--- config.mk ---
export PLATFORM = sky130hd
export DESIGN_NAME = fram_portb_arbiter
export DESIGN_NICKNAME = d
export VERILOG_FILES = /design/src/rtl/fram_portb_arbiter_pkg.sv /design/src/rtl/fram_portb_arbiter_sync_fifo.sv /design/src/rtl/fram_portb_arbiter.sv
export SDC_FILE = /design/constraint.sdc
export NUM_CORES = 1
export LEC_CHECK = 0
export ABC_AREA = 1
export CAP_MARGIN = 0
export CORE_UTILIZATION = 45
export CTS_BUF_LIST = sky130_fd_sc_hd__clkbuf_2 sky130_fd_sc_hd__clkbuf_4 sky130_fd_sc_hd__clkbuf_8
export DETAILED_ROUTE_END_ITERATION = 12
export PLACE_DENSITY_LB_ADDON = 0.2
export SLEW_MARGIN = 20
export SYNTH_ARGS = -nofsm -noshare
export SYNTH_HDL_FRONTEND = slang
export SYNTH_SLANG_ARGS = --single-unit
--- constraint.sdc ---
create_clock -name clk -period 10.7 [get_ports clk]
set_input_delay 1.605 -clock clk [delete_from_list [all_inputs] [get_ports clk]]
set_output_delay 1.605 -clock clk [all_outputs]
set_load 0.01 [all_outputs]
--- src/rtl/fram_portb_arbiter_pkg.sv ---
// Shared types and address helpers for the feature-SRAM port-B arbiter.
package fram_portb_arbiter_pkg;

  localparam int unsigned FRAM_ADDR_W = 14;
  localparam int unsigned BANK_N      = 4;
  localparam int unsigned BANK_SEL_W  = $clog2(BANK_N);
  localparam int unsigned BANK_ADDR_W = FRAM_ADDR_W - BANK_SEL_W;
  localparam int unsigned DATA_W      = 32;

  typedef struct packed {
    logic [BANK_ADDR_W-1:0] bank_addr;
    logic [BANK_SEL_W-1:0]  bank;
    logic [DATA_W-1:0]      data;
  } wb_entry_t;

  typedef enum logic [1:0] {IDLE, ACTIVE, DRAIN} arb_state_t;

  function automatic logic [BANK_SEL_W-1:0] fram_bank_of(input logic [FRAM_ADDR_W-1:0] addr);
    return addr[BANK_SEL_W-1:0];
  endfunction

  function automatic logic [BANK_ADDR_W-1:0] fram_bankaddr_of(input logic [FRAM_ADDR_W-1:0] addr);
    return addr[FRAM_ADDR_W-1:BANK_SEL_W];
  endfunction

endpackage

--- src/rtl/fram_portb_arbiter_sync_fifo.sv ---
// Synchronous FIFO with occupancy count; a push while full is taken only with a pop.
module sync_fifo #(
  parameter int unsigned WIDTH = 8,
  parameter int unsigned DEPTH = 8
) (
  input  logic                     clk,
  input  logic                     rst_n,
  input  logic                     push,
  input  logic                     pop,
  input  logic [WIDTH-1:0]         wdata,
  output logic [WIDTH-1:0]         rdata,
  output logic                     full,
  output logic                     empty,
  output logic [$clog2(DEPTH):0]   count
);

  localparam int unsigned PTR_W = $clog2(DEPTH);
  localparam int unsigned CNT_W = PTR_W + 1;

  logic [WIDTH-1:0] mem [DEPTH];
  logic [PTR_W-1:0] wr_ptr, rd_ptr;
  logic             do_wr, do_rd;

  assign full  = (count == CNT_W'(DEPTH));
  assign empty = (count == '0);
  assign do_rd = pop && !empty;
  assign do_wr = push && (!full || do_rd);
  assign rdata = mem[rd_ptr];

  always_ff @(posedge clk or negedge rst_n) begin
    if (!rst_n) begin
      wr_ptr <= '0;
      rd_ptr <= '0;
      count  <= '0;
    end else begin
      if (do_wr) wr_ptr <= wr_ptr + 1'b1;
      if (do_rd) rd_ptr <= rd_ptr + 1'b1;
      count <= count + CNT_W'(do_wr) - CNT_W'(do_rd);
    end
  end

  // Storage needs no reset: the pointers define which entries are live.
  always_ff @(posedge clk) begin
    if (do_wr) mem[wr_ptr] <= wdata;
  end

endmodule

--- src/rtl/fram_portb_arbiter.sv ---
// Port-B arbiter: broadcast reads win, CU writebacks queue and retire in idle cycles.
// Optional statistics outputs are enabled by defining FRAM_ARB_STAT_EN.
module fram_portb_arbiter
  import fram_portb_arbiter_pkg::*;
#(
  parameter int unsigned FRAM_ADDR_WIDTH = FRAM_ADDR_W,
  parameter int unsigned BANK_NUM        = BANK_N,
  parameter int unsigned BANK_ADDR_WIDTH = BANK_ADDR_W,
  parameter int unsigned DATA_WIDTH      = DATA_W,
  parameter int unsigned FIFO_DEPTH      = 8,
  parameter int unsigned BUSY_SLACK      = 2
) (
  input  logic                                       clk,
  input  logic                                       rst_n,
  input  logic                                       rd_req,
  input  logic [BANK_ADDR_WIDTH-1:0]                 rd_bankaddr,
  input  logic                                       wb_valid,
  input  logic [FRAM_ADDR_WIDTH-1:0]                 wb_addr,
  input  logic [DATA_WIDTH-1:0]                      wb_data,
  input  logic                                       flush,
  output logic                                       wb_busy,
  output logic                                       drain_done,
  output logic                                       wb_overflow,
  output logic [BANK_NUM-1:0][BANK_ADDR_WIDTH-1:0]   bram_addr,
  output logic [BANK_NUM-1:0][DATA_WIDTH-1:0]        bram_wdata,
  output logic [BANK_NUM-1:0]                        bram_we,
  output logic [BANK_NUM-1:0]                        bram_en
`ifdef FRAM_ARB_STAT_EN
  ,
  output logic [31:0]                                stat_stall_cycles,
  output logic [$clog2(FIFO_DEPTH):0]                stat_max_occupancy
`endif
);

  localparam int unsigned CNT_W = $clog2(FIFO_DEPTH) + 1;

  wb_entry_t        push_entry, head;
  logic             fifo_full, fifo_empty;
  logic [CNT_W-1:0] count, count_next;
  logic             do_push, do_pop;
  arb_state_t       state, state_next;

  assign do_pop     = !rd_req && !fifo_empty;
  assign do_push    = wb_valid && (!fifo_full || do_pop);
  assign count_next = count + CNT_W'(do_push) - CNT_W'(do_pop);

  always_comb begin
    push_entry.bank_addr = fram_bankaddr_of(wb_addr);
    push_entry.bank      = fram_bank_of(wb_addr);
    push_entry.data      = wb_data;
  end

  sync_fifo #(
    .WIDTH ($bits(wb_entry_t)),
    .DEPTH (FIFO_DEPTH)
  ) u_fifo (
    .clk   (clk),
    .rst_n (rst_n),
    .push  (do_push),
    .pop   (do_pop),
    .wdata (push_entry),
    .rdata (head),
    .full  (fifo_full),
    .empty (fifo_empty),
    .count (count)
  );

  always_ff @(posedge clk or negedge rst_n) begin
    if (!rst_n) state <= IDLE;
    else        state <= state_next;
  end

  always_comb begin
    state_next = state;
    drain_done = 1'b0;
    unique case (state)
      IDLE:    if (flush) state_next = DRAIN;
               else if (do_push) state_next = ACTIVE;
      ACTIVE:  if (flush) state_next = DRAIN;
               else if (count_next == '0) state_next = IDLE;
      DRAIN:   if (count == '0 && !wb_valid) begin
                 drain_done = 1'b1;
                 state_next = IDLE;
               end
      default: state_next = IDLE;
    endcase
  end

  always_ff @(posedge clk or negedge rst_n) begin
    if (!rst_n) begin
      wb_busy     <= 1'b0;
      wb_overflow <= 1'b0;
    end else begin
      wb_busy <= (CNT_W'(FIFO_DEPTH) - count_next <= CNT_W'(BUSY_SLACK)) || (state_next == DRAIN);
      if (wb_valid && fifo_full && !do_pop) wb_overflow <= 1'b1;
    end
  end

  // Reads broadcast one address to every bank; a queued write drives only its own bank.
  always_comb begin
    bram_en    = '0;
    bram_we    = '0;
    bram_addr  = '0;
    bram_wdata = '0;
    if (rd_req) begin
      bram_en   = '1;
      bram_addr = {BANK_NUM{rd_bankaddr}};
    end else if (!fifo_empty) begin
      bram_en[head.bank]    = 1'b1;
      bram_we[head.bank]    = 1'b1;
      bram_addr[head.bank]  = head.bank_addr;
      bram_wdata[head.bank] = head.data;
    end
  end

`ifdef FRAM_ARB_STAT_EN
  always_ff @(posedge clk or negedge rst_n) begin
    if (!rst_n) begin
      stat_stall_cycles  <= '0;
      stat_max_occupancy <= '0;
    end else if (flush) begin
      stat_stall_cycles  <= '0;
      stat_max_occupancy <= '0;
    end else begin
      if (count != '0 && rd_req && stat_stall_cycles != '1)
        stat_stall_cycles <= stat_stall_cycles + 32'd1;
      if (count > stat_max_occupancy) stat_max_occupancy <= count;
    end
  end
`else
`endif

endmodule
== After elaboration in Yosys (flattened, before gate mapping) ==
Memories as Yosys holds them, arrays and structs flattened.
Cells that the tools add are included.
W data, S select, Z words.

* Register bits: 14
* Bits in writable memories: 368
* Bits of input ports: 63
* Output and inout port bits: 187
* Word-level logic and storage cells: 65
* Memories: 1

{| class="wikitable"
|+ Memories
! memory !! depth !! width !! read ports !! clocked after memory_dff !! write ports !! RTL line !! source
|-
| u_fifo.mem || 8 || 46 || 1 || 0 || 1 || fram_portb_arbiter_sync_fifo.sv:20 || <nowiki>logic [WIDTH-1:0] mem [DEPTH];</nowiki>
|}

* $add $sub $neg: 7
* Order comparisons: 3
* Equality and inequality tests: 4
* Multiplexer cells: 23
* Bitwise logic cells: 2
* Reduce and logical (&&, ||, !) cells: 19

{| class="wikitable"
|+ Operators by type and width
! cell !! count
|-
| $mux W128 || 2
|-
| $and A128 B128 Y128 || 1
|-
| $mux W48 || 2
|-
| $demux W32 S2 || 1
|-
| $and A48 B48 Y48 || 1
|-
| $mux W32 || 1
|-
| $demux W12 S2 || 1
|-
| $mux W12 || 1
|-
| $mux W4 || 3
|-
| $mux W2 || 5
|-
| $add A4 B1 Y4 || 2
|-
| $logic_and A1 B1 Y1 || 8
|-
| $logic_not A4 Y1 || 2
|-
| $sub A4 B1 Y4 || 2
|-
| $add A3 B1 Y3 const B || 2
|-
| $pmux W2 S3 || 1
|-
| $logic_not A1 Y1 || 5
|-
| $mux W1 || 5
|-
| $eq A2 B2 Y1 const B || 2
|-
| $eq A4 B4 Y1 const B || 1
|-
| $le A4 B2 Y1 const B || 1
|-
| $sub A4 B4 Y4 const A || 1
|-
| $logic_or A1 B1 Y1 || 3
|-
| $lt A2 B3 Y1 const B || 1
|-
| 4 further kinds || 4
|}

== Depth between registers and ports, before layout ==
Gate-level depths: netlist of the first run.

* Word-level depth: 13
* Gate-level depth with buffers: 16
* Mapped depth without buffers: 16

== Cells and area by module ==
From an unflattened synthesis of the first run, not the netlist that was laid out.

* Cell total of the unflattened synthesis: 1641
* Area, all modules: 16941.2 sq um

{| class="wikitable"
|+ By module, submodules not included
! module !! instances !! cells an instance !! area each (sq um)
|-
| sync_fifo || 1 || 1299 || 15341.0
|-
| fram_portb_arbiter || 1 || 342 || 1600.3
|}

== Worst setup path before layout of the first run ==
No wires, ideal clock.

* Kind: input port to flip-flop
* Start point: input port rd_req
* End point: memory u_fifo.mem[0][0] (netlist bit), enable pin
* Library setup time: 0.450 ns
* Arrival time: 4.261 ns
* Slack: 5.989 ns
* Stages: 6
* Buffers on the path: 0
* Path through: inv_1 nand2_1 nand3_1 nand2_1 or2_2 nor2_1

* Longest elaborated chain between the ends: 7
* Elaborated cells between the ends (all ways): 9
* Those cells by class: mux (2); reduce/logical (7)

{| class="wikitable"
|+ Ends and longest elaborated chain
! what !! RTL line !! source
|-
| from (decl) || fram_portb_arbiter.sv:15 || <nowiki>input logic rd_req,</nowiki>
|-
| $logic_not A1 Y1 * || fram_portb_arbiter.sv:43 || <nowiki>assign do_pop = !rd_req && !fifo_empty;</nowiki>
|-
| $logic_and A1 B1 Y1 * || fram_portb_arbiter.sv:43 ||
|-
| $logic_or A1 B1 Y1 / $logic_and A1 B1 Y1 (equally long branches) || fram_portb_arbiter.sv:44, fram_portb_arbiter_sync_fifo.sv:26 ||
|-
| $logic_and A1 B1 Y1 / $logic_or A1 B1 Y1 (equally long branches) || fram_portb_arbiter.sv:44, fram_portb_arbiter_sync_fifo.sv:27 ||
|-
| $logic_and A1 B1 Y1 * || fram_portb_arbiter_sync_fifo.sv:27 || <nowiki>assign do_wr = push && (!full || do_rd);</nowiki>
|-
| $mux W1 * || fram_portb_arbiter_sync_fifo.sv:44 || <nowiki>if (do_wr) mem[wr_ptr] <= wdata;</nowiki>
|-
| $mux W1 (not written as such) * || fram_portb_arbiter_sync_fifo.sv:44 ||
|-
| to (decl) || fram_portb_arbiter_sync_fifo.sv:20 ||
|}

Mark *: on every way between the ends. The rest lies on a longest branch, timed or not.

==> impl_metrics.env, run 1 <==
export IMPL_status="finished clean"
export IMPL_num_rows=70
export IMPL_fin_hold_ws_ns=0.483
export IMPL_ios=250
export IMPL_clock_path_buffers=3
export IMPL_ant_nets=0
export IMPL_initial_utilization=0.456
export IMPL_gp_congestion=0.787
export IMPL_postCtsHoldBufs=0
export IMPL_skew_ns=0.0266
export IMPL_grt_max_degree=99
export IMPL_cts_sinks=382
export IMPL_dp_hpwl_um=22700
export IMPL_area_delta_synth_final_pct=23.4
export IMPL_period_minus_slack_ns=7.14
export IMPL_clkTransAtPathRegs_ns=0.06
export IMPL_drt_first_pass_iters=5
export IMPL_ys_seq_elements=382
export IMPL_syn_inst=1490
export IMPL_synth_top_cell_area_share=0.665
export IMPL_synth_edf_count=368
export IMPL_multi_input_area_um2=4570
export IMPL_floorplan_die_width_um=194
export IMPL_yosysTopAreaCell="edfxtp_1"
export IMPL_synth_area_top_cells="edfxtp_1, nand2_1, nand3_1"
export IMPL_grt_pass1_vias=11300
export IMPL_max_slew_margin=0.298
export IMPL_ys_flop_type="edfxtp_1"
export IMPL_hold_viol_final=0
export IMPL_io_buffers=249
export IMPL_track_usage=0.218
export IMPL_syn_nets=1568
export IMPL_fmax_mhz=140
export IMPL_ys_seq_area_frac=0.686
export IMPL_placed_cells=2125
export IMPL_finalSetupTns_ns=0
export IMPL_die_area_um2=37700
export IMPL_synth_most_common_cell="nand2_1"
export IMPL_post_route_period_util=0.667
export IMPL_yosysWarnings=0
export IMPL_tritoncts="built"
export IMPL_overflow=0
export IMPL_antenna_found_initial=1
export IMPL_cts_made_buffers=59
export IMPL_synthTopCellsByCount="nand2_1, edfxtp_1, nand3_1"
export IMPL_cts_setup_buffers=0
export IMPL_drc=0
export IMPL_clkLatencyLatePin_ns=0.60
export IMPL_layout_cells_non_filler=2229
export IMPL_drtIter0Drc=895
export IMPL_avgSynthCellArea_um2=11.2
export IMPL_p_leak_nw=7.59
export IMPL_fin_ws_ns=3.56
export IMPL_totalPowerFinal_mw=5.68
export IMPL_rsz0062_at_grt="no"
export IMPL_start_kind="register"
export IMPL_layout_drive_gt1_share=0.0778
export IMPL_wirelength_um=41500
export IMPL_cts_root_buffer_cell="clkbuf_8"
export IMPL_async_flop_share=0.0366
export IMPL_htree_levels=2
export IMPL_maxSlewViolCount=0
export IMPL_maxCapViolCount=0
export IMPL_netlist_area_um2=16600
export IMPL_post_place_ws_ns=4.13
export IMPL_crit_arrival_ns=5.53
export IMPL_ys_types=31
export IMPL_cts_resized_gates=0
export IMPL_nFillCells=3131
export IMPL_worstPathRequired_ns=9.10
export IMPL_fin_nets=1796
export IMPL_ir_drop_uv=170
export IMPL_ff_latch_area_um2=11400
export IMPL_core_area_um2=36400
export IMPL_end_kind="output pin"
export IMPL_setup_viol=0
export IMPL_hp_class="reg -> reg"
export IMPL_vias=11800
export IMPL_die_y_um=194
export IMPL_drt_vias_per_instance=5.28
export IMPL_wl_per_cell_um=18.6
export IMPL_critPathMaxFanout=98
export IMPL_worstMarginPinSlew_ns=1.05
export IMPL_grt_pass1_wl_um=64000
export IMPL_powerDensity_nw_per_um2=277
export IMPL_critPathKind="reg -> out"
## cell usage in the layout (no fill, tap or decap), drive strengths merged
master / count
buf: 16
ha: 13
fa: 2
clkdlybuf4s50: 249
xor2: 5
bufinv: 1
diode: 1
a32oi: 32
edfxtp: 368
clkinv: 19
clkbuf: 82
nand4: 48
a21oi: 69
nand3: 187
xnor2: 2
nor3: 2
or2: 2
inv: 51
nand2: 449
nor2: 144
o21ai: 4
o21bai: 1
dfrtp: 14
## power breakdown
group          internal (mW)  switching [mW]  total [mW]
logic                  0.884            1.66        2.55
registers               1.87           0.101        1.97
clock network          0.620           0.542        1.16
## cells by family after synthesis
logic type | synth area share
buffers and inverters | 0.0424
xor gates and xnor gates | 0.00369
AOI/OAI and AO/OA | 0.0404
adders and majority gates | 0.0122
DFF | 0.686
and+or+nand+nor | 0.215
## metal layers
layer  GRT usage  vias to the layer above  part of all wire
met5           0                        -                 0
met2       0.370                      344              0.50
met3      0.0310                       63             0.050
li1            -                     5679                 -
met4      0.0635                        0             0.020
met1       0.291                     5685              0.43
## final timing paths
kind | start | end | slack, ns | cells past startpoint
max | u_fifo.rd_ptr[0] | bram_wdata[54] | 3.56 | 9
max in group asynchronous | rst_n | u_fifo.rd_ptr[0] | 8.76 | 1
min | wb_overflow | wb_overflow | 0.48 | 1
min in group asynchronous | rst_n | wb_overflow | 1.42 | 1
max reg2reg | u_fifo.count[1] | u_fifo.mem[5][37] | 7.39 | 9
min reg2reg | wb_overflow | wb_overflow | 0.48 | 1
## critical path: stages (launching register included)
cell             delay, ns
dfrtp_4               0.70
inv_4                 0.82
buf_4                 0.88
nand2_1               0.10
nand3_1               0.12
nand2_2               0.09
o21ai_4               0.65
nand3_4               0.59
nor2_1                0.31
clkdlybuf4s50_1       0.59
## sequential cells by signal, summed over array words and instances (netlist names)
signal         cells
state              2
u_fifo.rd_ptr      3
u_fifo.wr_ptr      3
wb_busy            1
u_fifo.mem       368
wb_overflow        1
u_fifo.count       4
## per-stage QoR
stage	util	area [um2]
finish	0.563	20500
global route	0.563	20500
CTS	0.563	20500
detailed placement	0.532	19400
global placement	0.532	19400
floorplan	-	16600
## layout make-up
type	count	area share
Sequential cell	382	0.556
Multi-Input combinational cell	960	0.223
Timing Repair Buffer	265	0.127
Clock buffer	82	0.0480
Tap cell	468	0.0286
Inverter	50	0.00940
Clock inverter	21	0.00708
Antenna cell	1	0.000122
(Power assumes the default switching activity.)
==> run 2: changes to the inputs <==
==> constraint.sdc (replaced) <==
create_clock -name clk -period 7.2 [get_ports clk]
set_input_delay 1.08 -clock clk [delete_from_list [all_inputs] [get_ports clk]]
set_output_delay 1.08 -clock clk [all_outputs]
set_load 0.01 [all_outputs]
==> impl_metrics.env, run 2 (synthesis results as in run 1) <==
export IMPL_worstPathRequired_ns=6.12
export IMPL_core_area_um2=36400
export IMPL_top_usage_layer="met2"
export IMPL_r2r_start="u_fifo.count[1]"
export IMPL_largest_register_ffs=368
export IMPL_dp_hpwl_um=23800
export IMPL_worstRegToRegCells=9
export IMPL_drt_vias_per_instance=5.27
export IMPL_r2r_end="u_fifo.mem[5][24]"
export IMPL_floorplan_die_width_um=194
export IMPL_wirelength_um=42100
export IMPL_rsz0062_at_grt="no"
export IMPL_maxCapViolCount=0
export IMPL_grt_pass1_wl_um=64300
export IMPL_finalSetupTns_ns=0
export IMPL_io_buffers=249
export IMPL_placed_cells=2128
export IMPL_status="finished clean"
export IMPL_max_slew_margin=0.284
export IMPL_ir_drop_uv=200
export IMPL_grt_max_degree=98
export IMPL_cts_root_buffer_cell="clkbuf_8"
export IMPL_met2_usage=0.380
export IMPL_initial_utilization=0.456
export IMPL_tritoncts="built"
export IMPL_post_route_period_util=0.819
export IMPL_start_kind="register"
export IMPL_clkLatencyLatePin_ns=0.61
export IMPL_area_delta_synth_final_pct=23.6
export IMPL_period_minus_slack_ns=5.89
export IMPL_drc=0
export IMPL_nFillCells=3052
export IMPL_cts_made_buffers=60
export IMPL_critPathKind="reg -> out"
export IMPL_postCtsHoldBufs=0
export IMPL_overflow=0
export IMPL_wl_per_cell_um=18.8
export IMPL_reg_top3="u_fifo.mem x368, u_fifo.count x4"
export IMPL_fin_util=0.563
export IMPL_largest_register="u_fifo.mem"
export IMPL_track_usage=0.220
export IMPL_hold_depth=1
export IMPL_vias=11800
export IMPL_critPathMaxStageDelay_ns=0.81
export IMPL_grt_use_met1=0.289
export IMPL_maxSlewViolCount=0
export IMPL_ios=250
export IMPL_hold_viol_final=0
export IMPL_die_y_um=194
export IMPL_hold_start="wb_overflow"
export IMPL_setup_reg_to_reg_worst_slack_ns=3.84
export IMPL_mostFrequentLayoutCells="nand2_1, edfxtp_1, clkdlybuf4s50_1"
export IMPL_grt_pass1_vias=11400
export IMPL_layout_commonest_cell="nand2_1"
export IMPL_ant_nets=0
export IMPL_htree_levels=2
export IMPL_setup_viol=0
export IMPL_num_rows=70
export IMPL_fmax_mhz=170
export IMPL_critPathMaxFanout=91
export IMPL_end_kind="output pin"
export IMPL_clkTransAtPathRegs_ns=0.06
export IMPL_skew_ns=0.0241
export IMPL_drtIter0Drc=828
export IMPL_cts_sinks=382
export IMPL_die_area_um2=37700
export IMPL_worstMarginPinSlew_ns=1.07
export IMPL_layout_cells_non_filler=2236
export IMPL_crit_arrival_ns=4.81
export IMPL_layout_drive_gt1_share=0.0758
export IMPL_powerDensity_nw_per_um2=411
export IMPL_cts_resized_gates=0
export IMPL_cts_setup_buffers=0
export IMPL_path_cells="inv_4, buf_4, nand2_1, nand3_1, nand3_1, o21ai_4, nand3_4, nor2_1, clkdlybuf4s50_1"
export IMPL_gp_congestion=0.766
export IMPL_hold_end="wb_overflow"
export IMPL_worst_path_most_repeated_cell="nand3_1"
export IMPL_drt_first_pass_iters=5
export IMPL_fin_nets=1800
export IMPL_clock_path_buffers=3
export IMPL_antenna_found_initial=2
export IMPL_p_leak_nw=7.60
export IMPL_hp_class="reg -> reg"
export IMPL_met3_usage=0.0322
export IMPL_critPathSlowestCell="dfrtp_4"
-- run 2: report_power, final --
group	switching [mW]	internal (mW)	leakage [nW]	total [mW]
Clock	0.807	0.913	0.594	1.72
Combinational	2.41	1.32	3.50	3.73
Sequential	0.221	2.77	3.50	2.99
Total	3.43	5.00	7.60	8.44
-- run 2: worst max-delay path by stage --
stage | startpoint | end | slack (ns) | cells after the start
global route | u_fifo.rd_ptr[0] | bram_wdata[3] | 1.0 | 9
finish | u_fifo.rd_ptr[0] | bram_wdata[62] | 1.31 | 9
global placement | rd_req | wb_busy | 1.96 | 14
floorplan | rd_req | u_fifo.mem[0][0] | 3.01 | 6
detailed placement | rd_req | wb_busy | 1.85 | 14
CTS | u_fifo.rd_ptr[0] | bram_wdata[62] | 1.32 | 9
-- run 2: per-layer routing --
layer	vias up	share of wire
li1	5701	-
met1	5699	0.43
met2	327	0.51
met3	55	0.047
met4	2	0.018
met5	-	0.00026
-- run 2: cell type report --
cell class / count / area (um2) / area share
Antenna cell: 1 / 2.50 / 0.000122
Inverter: 50 / 193 / 0.00939
Clock buffer: 80 / 976 / 0.0475
Timing Repair Buffer: 268 / 2650 / 0.129
Sequential cell: 382 / 11400 / 0.556
Multi-Input combinational cell: 960 / 4570 / 0.223
Tap cell: 468 / 586 / 0.0285
Clock inverter: 27 / 149 / 0.00725
-- run 2: metrics by stage --
stage	total power, mW	cell area [um2]	worst slack, ns	hold slack (ns)
global route	8.98	20500	0.995	0.521
floorplan	5.34	16600	3.01	0.462
CTS	8.52	20500	1.32	0.498
finish	8.44	20500	1.31	0.483
global placement	6.72	19400	1.96	0.462
detailed placement	6.79	19400	1.85	0.478
-- run 2: worst max-delay path, delay by kind of cell, from the launching register on --
kind | cells | cell delay [ns]
AO/OA/AOI/OAI | 1 | 0.32
AND/OR/NAND/NOR | 5 | 1.18
flip-flops | 1 | 0.81
buffers and inverters | 3 | 1.77
==> run 3: changes to the inputs <==
==> constraint.sdc (replaced) <==
create_clock -name clk -period 5.8 [get_ports clk]
set_input_delay 0.87 -clock clk [delete_from_list [all_inputs] [get_ports clk]]
set_output_delay 0.87 -clock clk [all_outputs]
set_load 0.01 [all_outputs]
==> impl_metrics.env, run 3 (synthesis results as in run 1) <==
export IMPL_clock_path_buffers=3
export IMPL_dpl_cell_area_um2=19500
export IMPL_critPathMaxFanout=35
export IMPL_skew_ns=0.0125
export IMPL_wirelength_um=42500
export IMPL_multi_input_area_um2=4570
export IMPL_post_route_period_util=0.872
export IMPL_end_kind="output pin"
export IMPL_cts_made_buffers=58
export IMPL_setup_viol=0
export IMPL_worstPathRequired_ns=4.93
export IMPL_mostFrequentLayoutCells="nand2_1, edfxtp_1, clkdlybuf4s50_1"
export IMPL_initial_utilization=0.456
export IMPL_grt_pass1_wl_um=65600
export IMPL_cts_sinks=382
export IMPL_largest_register_ffs=368
export IMPL_p_leak_nw=7.60
export IMPL_totalPowerFinal_mw=10.5
export IMPL_ir_drop_uv=299
export IMPL_critPathKind="reg -> out"
export IMPL_track_usage=0.223
export IMPL_grt_max_degree=82
export IMPL_rsz0062_at_grt="no"
export IMPL_area_delta_synth_final_pct=23.7
export IMPL_cts_resized_gates=0
export IMPL_powerDensity_nw_per_um2=510
export IMPL_placed_cells=2130
export IMPL_hp_class="reg -> reg"
export IMPL_max_slew_margin=0.403
export IMPL_num_rows=70
export IMPL_floorplan_die_width_um=194
export IMPL_setup_reg_to_reg_worst_slack_ns=2.80
export IMPL_drc=0
export IMPL_wl_per_cell_um=19.0
export IMPL_ant_nets=0
export IMPL_clkLatencyLatePin_ns=0.59
export IMPL_status="finished clean"
export IMPL_die_area_um2=37700
export IMPL_grt_pass1_vias=11900
export IMPL_period_minus_slack_ns=5.06
export IMPL_hold_viol_final=0
export IMPL_antenna_found_initial=3
export IMPL_overflow=0
export IMPL_fin_hold_ws_ns=0.507
export IMPL_layout_commonest_cell="nand2_1"
export IMPL_worstSetupEndpoint="bram_wdata[73]"
export IMPL_finalSetupTns_ns=0
export IMPL_layout_cells_non_filler=2239
export IMPL_crit_arrival_ns=4.19
export IMPL_largest_register="u_fifo.mem"
export IMPL_io_buffers=249
export IMPL_fin_util=0.564
export IMPL_r2r_start="u_fifo.count[1]"
export IMPL_fin_area_um2=20600
export IMPL_vias=11900
export IMPL_worstRegToRegCells=14
export IMPL_drt_first_pass_iters=8
export IMPL_r2r_end="wb_busy"
export IMPL_maxCapViolCount=0
export IMPL_layout_drive_gt1_share=0.0763
export IMPL_gp_congestion=0.759
export IMPL_postCtsHoldBufs=0
export IMPL_ios=250
export IMPL_cts_root_buffer_cell="clkbuf_8"
export IMPL_tritoncts="built"
export IMPL_dp_hpwl_um=23700
export IMPL_nFillCells=3072
export IMPL_worstMarginPinSlew_ns=0.896
export IMPL_core_area_um2=36400
export IMPL_htree_levels=2
export IMPL_fin_nets=1800
export IMPL_fmax_mhz=198
export IMPL_cts_setup_buffers=0
export IMPL_drtIter0Drc=818
export IMPL_drt_vias_per_instance=5.30
export IMPL_clkTransAtPathRegs_ns=0.06
export IMPL_ff_latch_area_um2=11400
export IMPL_maxSlewViolCount=0
export IMPL_fin_ws_ns=0.741
export IMPL_start_kind="register"
export IMPL_die_y_um=194
export IMPL_cp_startpoint="u_fifo.rd_ptr[0]"
export IMPL_post_place_ws_ns=1.05
export IMPL_reg_top3="u_fifo.mem x368, u_fifo.count x4"
-- run 3: changes by cell type in the layout (fill, tap and decap cells not counted), sizes merged --
cell and delta:
buf +2, clkbuf -4, clkinv +4, clkinvlp +1
inv -1, diode +1
-- run 3: power by group --
group | internal [mW] | switching, mW | total, mW
logic | 1.66 | 3.11 | 4.77
registers | 3.44 | 0.178 | 3.62
clock network | 1.09 | 1.00 | 2.10
total | 6.19 | 4.29 | 10.5
-- run 3: routing by layer --
| layer | wire, um | global-route usage |
|---|---|---|
| met5 | 13 | 0 |
| met4 | 707 | 0.0629 |
| met2 | 21700 | 0.395 |
| met1 | 18200 | 0.284 |
| met3 | 1900 | 0.0329 |
-- run 3: worst max-delay path: stages, from the launching register on --
cell	delay, ns
dfrtp_4	0.65
inv_4	0.38
nand2_1	0.09
nand3_1	0.11
nand2_1	0.07
nand2_1	0.06
nand2_1	0.10
nor2_4	0.53
nand3_4	0.64
nor2_1	0.30
clkdlybuf4s50_1	0.59
-- run 3: worst min-delay path by stage --
stage	start	end	slack, ns	cells after the start
after floorplan	state[1]	state[1]	0.46	1
after global placement	state[1]	state[1]	0.48	1
after detailed placement	state[1]	state[1]	0.50	1
after CTS	state[1]	state[1]	0.51	1
after global routing	wb_overflow	wb_overflow	0.54	1
final	state[1]	state[1]	0.51	1
-- run 3: cell type report --
class / instances / share of cell area
repair buffers: 270 / 0.131
clock inverters: 31 / 0.00797
flip-flops and latches: 382 / 0.555
clock buffers: 76 / 0.0454
multi-input cells: 960 / 0.222
inverters: 50 / 0.00937
diodes: 2 / 0.000243
well taps: 468 / 0.0285
